$ cat config.mk
export PLATFORM = sky130hd
export DESIGN_NAME = parking_system
export DESIGN_NICKNAME = d
export VERILOG_FILES = /design/src/rtl/parking_system.sv
export SDC_FILE = /design/constraint.sdc
export NUM_CORES = 1
export LEC_CHECK = 0
export CAP_MARGIN = 20
export CELL_PAD_IN_SITES_DETAIL_PLACEMENT = 1
export CELL_PAD_IN_SITES_GLOBAL_PLACEMENT = 2
export CORE_UTILIZATION = 26
export CTS_CLUSTER_DIAMETER = 60
export DETAILED_ROUTE_END_ITERATION = 16
export MAX_ROUTING_LAYER = met4
export PLACE_DENSITY = 0.93
export SLEW_MARGIN = 40
export SYNTH_ARGS = -nofsm -noshare
export SYNTH_HDL_FRONTEND = slang
export SYNTH_SLANG_ARGS = --single-unit
$ cat constraint.sdc
create_clock -name clk -period 4.1 [get_ports clk]
set_clock_uncertainty 0.2 [all_clocks]
set_input_delay 0.41 -clock clk [delete_from_list [all_inputs] [get_ports clk]]
set_output_delay 0.41 -clock clk [all_outputs]
set_load 0.01 [all_outputs]
$ cat src/rtl/parking_system.sv
// -----------------------------------------------------------------------------
// parking_system
//
// Gate controller for a single-lane car park entrance. A car at the entrance
// sensor starts a password window. The password on the keypad is judged at the
// last edge of that window: a match opens the gate, and a miss holds it shut
// until the keypad shows the right value. A second car arriving while the gate
// is open (both sensors high) blocks the gate until the password is matched
// again. State is shown on two active-low 7-segment digits.
//
// Parameters
//   PASSWORD     accepted 2-bit password value
//   WAIT_CYCLES  cycles spent waiting before the password is judged (1..255)
//
// Ports
//   clk              rising-edge clock for all state
//   reset_n          synchronous reset, ACTIVE HIGH despite the name (1 = reset)
//   sensor_entrance  car present at the entrance (level)
//   sensor_exit      car has passed the gate (level)
//   password_1       keypad password value (level)
//   HEX_1            left digit,  active-low segments {g,f,e,d,c,b,a}
//   HEX_2            right digit, same encoding
// -----------------------------------------------------------------------------
module parking_system #(
  parameter logic [1:0] PASSWORD    = 2'b10,
  parameter int         WAIT_CYCLES = 3
) (
  input  logic       clk,
  input  logic       reset_n,
  input  logic       sensor_entrance,
  input  logic       sensor_exit,
  input  logic [1:0] password_1,
  output logic [6:0] HEX_1,
  output logic [6:0] HEX_2
);

  typedef enum logic [2:0] {
    IDLE          = 3'd0,
    WAIT_PASSWORD = 3'd1,
    WRONG_PASS    = 3'd2,
    RIGHT_PASS    = 3'd3,
    STOP          = 3'd4
  } state_t;

  // Counter value at which the password is judged.
  localparam logic [7:0] LAST_COUNT = 8'(WAIT_CYCLES - 1);

  // Segment patterns, active low {g,f,e,d,c,b,a}.
  localparam logic [6:0] SEG_BLANK = 7'b1111111;
  localparam logic [6:0] SEG_E     = 7'b0000110;
  localparam logic [6:0] SEG_N     = 7'b0101011;
  localparam logic [6:0] SEG_G     = 7'b0000010;
  localparam logic [6:0] SEG_O     = 7'b1000000;
  localparam logic [6:0] SEG_S     = 7'b0010010;
  localparam logic [6:0] SEG_P     = 7'b0001100;

  state_t     state_q, state_d;
  logic [7:0] count_q, count_d;
  logic       match;

  assign match = (password_1 == PASSWORD);

  always_ff @(posedge clk) begin
    if (reset_n) begin
      state_q <= IDLE;
      count_q <= 8'd0;
    end else begin
      state_q <= state_d;
      count_q <= count_d;
    end
  end

  // Next-state logic. The counter only ever runs in WAIT_PASSWORD, so it
  // defaults to zero and every other state simply leaves it cleared.
  always_comb begin
    state_d = state_q;
    count_d = 8'd0;
    unique case (state_q)
      IDLE: begin
        if (sensor_entrance) state_d = WAIT_PASSWORD;
      end
      WAIT_PASSWORD: begin
        // ">=" rather than "==" so a stray count can never stall here.
        if (count_q < LAST_COUNT) begin
          count_d = count_q + 8'd1;
        end else begin
          state_d = match ? RIGHT_PASS : WRONG_PASS;
        end
      end
      WRONG_PASS: begin
        if (match) state_d = RIGHT_PASS;
      end
      RIGHT_PASS: begin
        // Tailgating (both sensors) wins over a normal exit.
        if (sensor_entrance && sensor_exit) state_d = STOP;
        else if (sensor_exit)               state_d = IDLE;
      end
      STOP: begin
        if (match) state_d = RIGHT_PASS;
      end
      default: state_d = IDLE;  // unused encodings recover to IDLE
    endcase
  end

  // Moore output decode straight from the state register.
  always_comb begin
    HEX_1 = SEG_BLANK;
    HEX_2 = SEG_BLANK;
    unique case (state_q)
      IDLE:          begin HEX_1 = SEG_BLANK; HEX_2 = SEG_BLANK; end
      WAIT_PASSWORD: begin HEX_1 = SEG_E;     HEX_2 = SEG_N;     end
      WRONG_PASS:    begin HEX_1 = SEG_E;     HEX_2 = SEG_E;     end
      RIGHT_PASS:    begin HEX_1 = SEG_G;     HEX_2 = SEG_O;     end
      STOP:          begin HEX_1 = SEG_S;     HEX_2 = SEG_P;     end
      default:       begin HEX_1 = SEG_BLANK; HEX_2 = SEG_BLANK; end
    endcase
  end

endmodule

# Yosys cells after proc, flatten, opt, wreduce, memory -nomap -nowiden
# Cells that the tools add are included.
# word_totals
register_bits	11
output_inout_bits	14
wordCells	30
# classes
addsub	1
magnitude_cmp	1
n_eq_ne	9
n_mux	9
bitwise_logic	2
n_reduce_logical	6
# op_table
cell	n
case mux 7 bit (4 select lines)	1
case mux 7 bit (3 select lines)	1
2-to-1 mux 3 bit	5
case mux 3 bit (4 select lines)	1
adder 8 x 1 -> 8 bit (second input constant)	1
< comparator 8 x 2 -> 1 bit (second input constant)	1
equality test 3 x 2 -> 1 bit (second input constant)	2
inequality test 2 bit (second input constant)	2
AND reduction 4 bit	1
OR reduction 2 bit	2
equality test 3 x 1 -> 1 bit (second input constant)	1
equality test 3 bit (second input constant)	1
zero test 3 bit	1
inequality test 3 bit (second input constant)	1
OR reduction 3 bit	1
equality test 2 bit (second input constant)	1
inequality test 2 x 1 -> 1 bit (second input constant)	1
NOT 1 bit	2
logical AND 1 bit	1
2-to-1 mux 1 bit	1

# Depth between registers and ports, before layout
# logic_depth
depth_word	4
ltp_mapped	5
mapped_depth_nobuf	4

# Worst setup path before layout
# No wires, ideal clock.
# synth_timing
path_type	reg-to-output
start	reg state_q[1]
end	out HEX_1[3]
t_arrival_ns	1.136
setup_slack_ns	2.354
stages_incl_launch_ff	5
n_path_buf	2
path_cell_list	dfxtp_1 buf_6 nor2_1 xnor2_1 buf_4
# synth_via
elab_chain_cells	3
word_cells_on_any_way	6
# synth_lines
element	line_no	text
from (decl)	57	state_t state_q, state_d;
from (signal assigned)	68	state_q <= state_d;
equality test 3 x 2 -> 1 bit or equality test 3 x 1 -> 1 bit (tied branches)	109	unique case (state_q)
OR reduction 2 bit (no line)	n/a	
case mux 7 bit (3 select lines) *	109	
to (decl)	33	output logic [6:0] HEX_1,
# Every way passes the cells marked *; elsewhere a longest branch is shown, timed or not.

# Final worst setup path
# layout_timing
start	reg state_q[1]
end	out HEX_1[5]
# Same word-level chain as after synthesis.

==> impl_metrics.csv <==
group,metric,value,unit
run_status,run_status,"complete, no violations",
route,detail_route.iter0.violations,12,
setup_path,worst-endpoint-required,3.49,ns
power_and_ir_drop,power_per_cell_area,492,nW/um^2
clocking,numClockSinks,11,
setup_path,worst_path_arrival,1.91,ns
setup_path,reg2reg_to,"state_q[1]",
cells_and_area,num-fill-cells,244,
min_path,worst_hold_path.endpoint,"count_q[0]",
setup_path,path_class,"register to output port",
placement,dp_hpwl,883,um
setup_path,critical_path.max_fanout,13,
route,route.detailed.vias_per_inst,4.29,
global_routing,antenna_violations_before_repair,0,
logic_synthesis,synth_simple_gate_area_share,0.235,
cells_and_area,nets,89,
sta,finalSetupViolCount,0,
floorplan,row_count,16,
logic_synthesis,synth-seq-area-share,0.390,
job,max_cap_viol_count,0,
logic_synthesis,synthesis.area_per_instance,8.82,um^2
setup_path,worstSetupStartpointType,"register",
route,wire_per_inst,10.3,um
clocking,cts_buffers,3,
sta,final_setup_slack_of_the_worst_path,1.58,ns
clocking,cts_hold_repair.buffers,0,
power_and_ir_drop,ir_drop,195,uV
floorplan,floorplan.initialDensity,0.282,
clocking,clkLatencyLatePin,0.27,ns
sta,min_period_over_period,0.615,
setup_path,timing.reg2reg.setup_slack,2.42,ns
logic_synthesis,syn_inst,64,
cells_and_area,post_route_cells_drive_above_1_share,0.0864,
global_routing,grt.overflow.total,0,
route,vias,463,
logic_synthesis,synth_top_family_by_area,"simple AND/OR/NAND/NOR gates",
sta,fin_tns_setup,0,ns
logic_synthesis,synthMuxAreaShare,0.0177,
placement,numPortBuffers,18,
cells_and_area,utilization,0.375,
cells_and_area,mostFrequentLayoutCell,"sky130_fd_sc_hd__clkdlybuf4s50_1",
floorplan,io-pin-count,20,
min_path,min_delay_worst_type,"register to register",
global_routing,grt_first_pass_wirelength,1800,um
clocking,clock_root_cell,"sky130_fd_sc_hd__clkbuf_4",
clocking,postCtsSetupRepairBufs,0,
cells_and_area,syn2layout_area_growth,33.0,%
global_routing,vias_in_the_first_global_route,439,
global_routing,grt_start_max_net_pins,14,
clocking,htree_num_levels,1,
floorplan,design.die.area,2360,um^2
sta,fmax,0.397,GHz
logic_synthesis,ys_seq_elements,11,
route,ant_nets,0,
clocking,post_cts_resized,0,
sta,slew_viol_final,0,
logic_synthesis,synth-compound-area-share,0.126,
logic_synthesis,synth_xor_area_frac,0.0466,
clocking,cts-root-to-sink-buffers,2,
power_and_ir_drop,power_leakage,0.000287,uW
logic_synthesis,synth_area,564,um^2
setup_path,worstPathCellList,"nor2_1, xnor2_1, clkdlybuf4s50_1",
cells_and_area,insertedDiodeCount,0,
sta,rsz_0062_raised_after_global_routing,"no",
global_routing,grt.total_usage,0.101,
setup_path,critical-path-top-delay-family,"buffers and inverters",
logic_synthesis,synth.lib_cells_used.distinct,25,
placement,place_ws,1.85,ns
logic_synthesis,synth_adder_area_share,0.0222,
sta,final.min_clock_period,2.52,ns
route,drt_pre_antenna_iters,3,
clocking,tritoncts,"built",
cells_and_area,multi_input_area,275,um^2
setup_path,critical-path-max-stage-delay,0.61,ns
cells_and_area,area.sequential,220,um^2
min_path,hold_path_startpoint,"count_q[0]",
floorplan,core-area,2000,um^2
setup_path,crit_path_buf_inv_count,1,
cells_and_area,mostFrequentLayoutCells,"sky130_fd_sc_hd__clkdlybuf4s50_1 (18), sky130_fd_sc_hd__dfxtp_1 (11), sky130_fd_sc_hd__nor2_1 (10)",
setup_path,crit_path_top_delay_cell,"sky130_fd_sc_hd__clkdlybuf4s50_1",
floorplan,die_w,48.6,um
setup_path,path_depth_of_the_worst_reg2reg_path,4,
sta,number_of_hold_slack_violations_in_the_final_timing_report,0,
clocking,clk_pin_slew,0.07,ns
floorplan,floorplan.die.height,48.6,um
setup_path,critical_path.endpoint_type,"output port",
placement,gp_congestion,0.746,
route,route.detailed.drc,0,
setup_path,rr_startpoint,"state_q[1]",
route,route.final.wire_length,1110,um
min_path,hold_path_depth,1,
logic_synthesis,total_number_of_yosys_warnings,0,
==> cells in the mapped netlist (all sizes together) <==
cell,instances,share of area
nor2b,2,0.022
a2bb2oi,1,0.027
inv,4,0.027
a21oi,4,0.035
xnor2,3,0.047
ha,1,0.022
a32o,1,0.018
a221oi,1,0.016
nor3,1,0.018
nor4,2,0.033
nand3b,1,0.013
nand3,2,0.018
nand2b,3,0.033
nor2,10,0.067
or2b,1,0.013
o21bai,1,0.013
conb,2,0.013
dfxtp,11,0.39
o21ai,2,0.018
mux2i,1,0.018
and2b,1,0.018
buf,9,0.12
==> worst max path at each step <==
stage                from       end  slack, ns  cells past startpoint
3_3_place_gp   state_q[1]  HEX_1[0]       1.95                      3
4_1_cts        state_q[1]  HEX_1[5]       1.54                      3
6_report       state_q[1]  HEX_1[5]       1.58                      3
3_5_place_dp   state_q[1]  HEX_1[5]       1.85                      3
2_1_floorplan  state_q[1]  HEX_1[3]       2.35                      4
5_1_grt        state_q[1]  HEX_1[5]       1.41                      3
==> per-layer routing <==
layer  track usage  up-vias  part of all wire
li1              -      233                 -
met1         0.101      208              0.44
met2         0.181       18              0.48
met3        0.0220        4             0.061
met4        0.0588        0             0.014
met5             -        -                 0
==> layout make-up <==
class                           count  area share
Multi-Input combinational cell     44       0.367
Inverter                            4      0.0200
Timing Repair Buffer               18       0.240
Sequential cell                    11       0.293
Clock buffer                        4      0.0350
Tap cell                           27      0.0450
==> flip-flops by register name (all words and copies together) (netlist names) <==
signal	cells
count_q	8
state_q	3
==> worst reg2reg max path, delay by kind of cell, from the launching register on <==
kind               cells  cell delay, ns
DFF                    1            0.57
muxes                  1            0.19
and+or+nand+nor        1            0.24
AOI/OAI and AO/OA      2            0.40
==> power by group <==
part	switching, uW	total (uW)	internal [uW]
combinational	68.9	168	98.7
sequential	15.0	130	115
clock	34.8	72.4	37.7
total	119	370	251
==> cells by family after synthesis <==
family          count (synthesis)
mux                             1
simple gates                   23
other cells                     2
fa+ha+maj                       1
xor+xnor                        3
flops                          11
buf+inv                        13
compound gates                 10
==> through the flow <==
step,cells,power [uW],hold slack [ns],instance area [um^2]
floorplan,68,241,0.199,579
global placement,104,297,0.208,724
detailed placement,104,301,0.221,724
CTS,108,376,0.232,751
global route,108,393,0.251,751
finish,108,370,0.223,751
(Power assumes the default switching activity.)
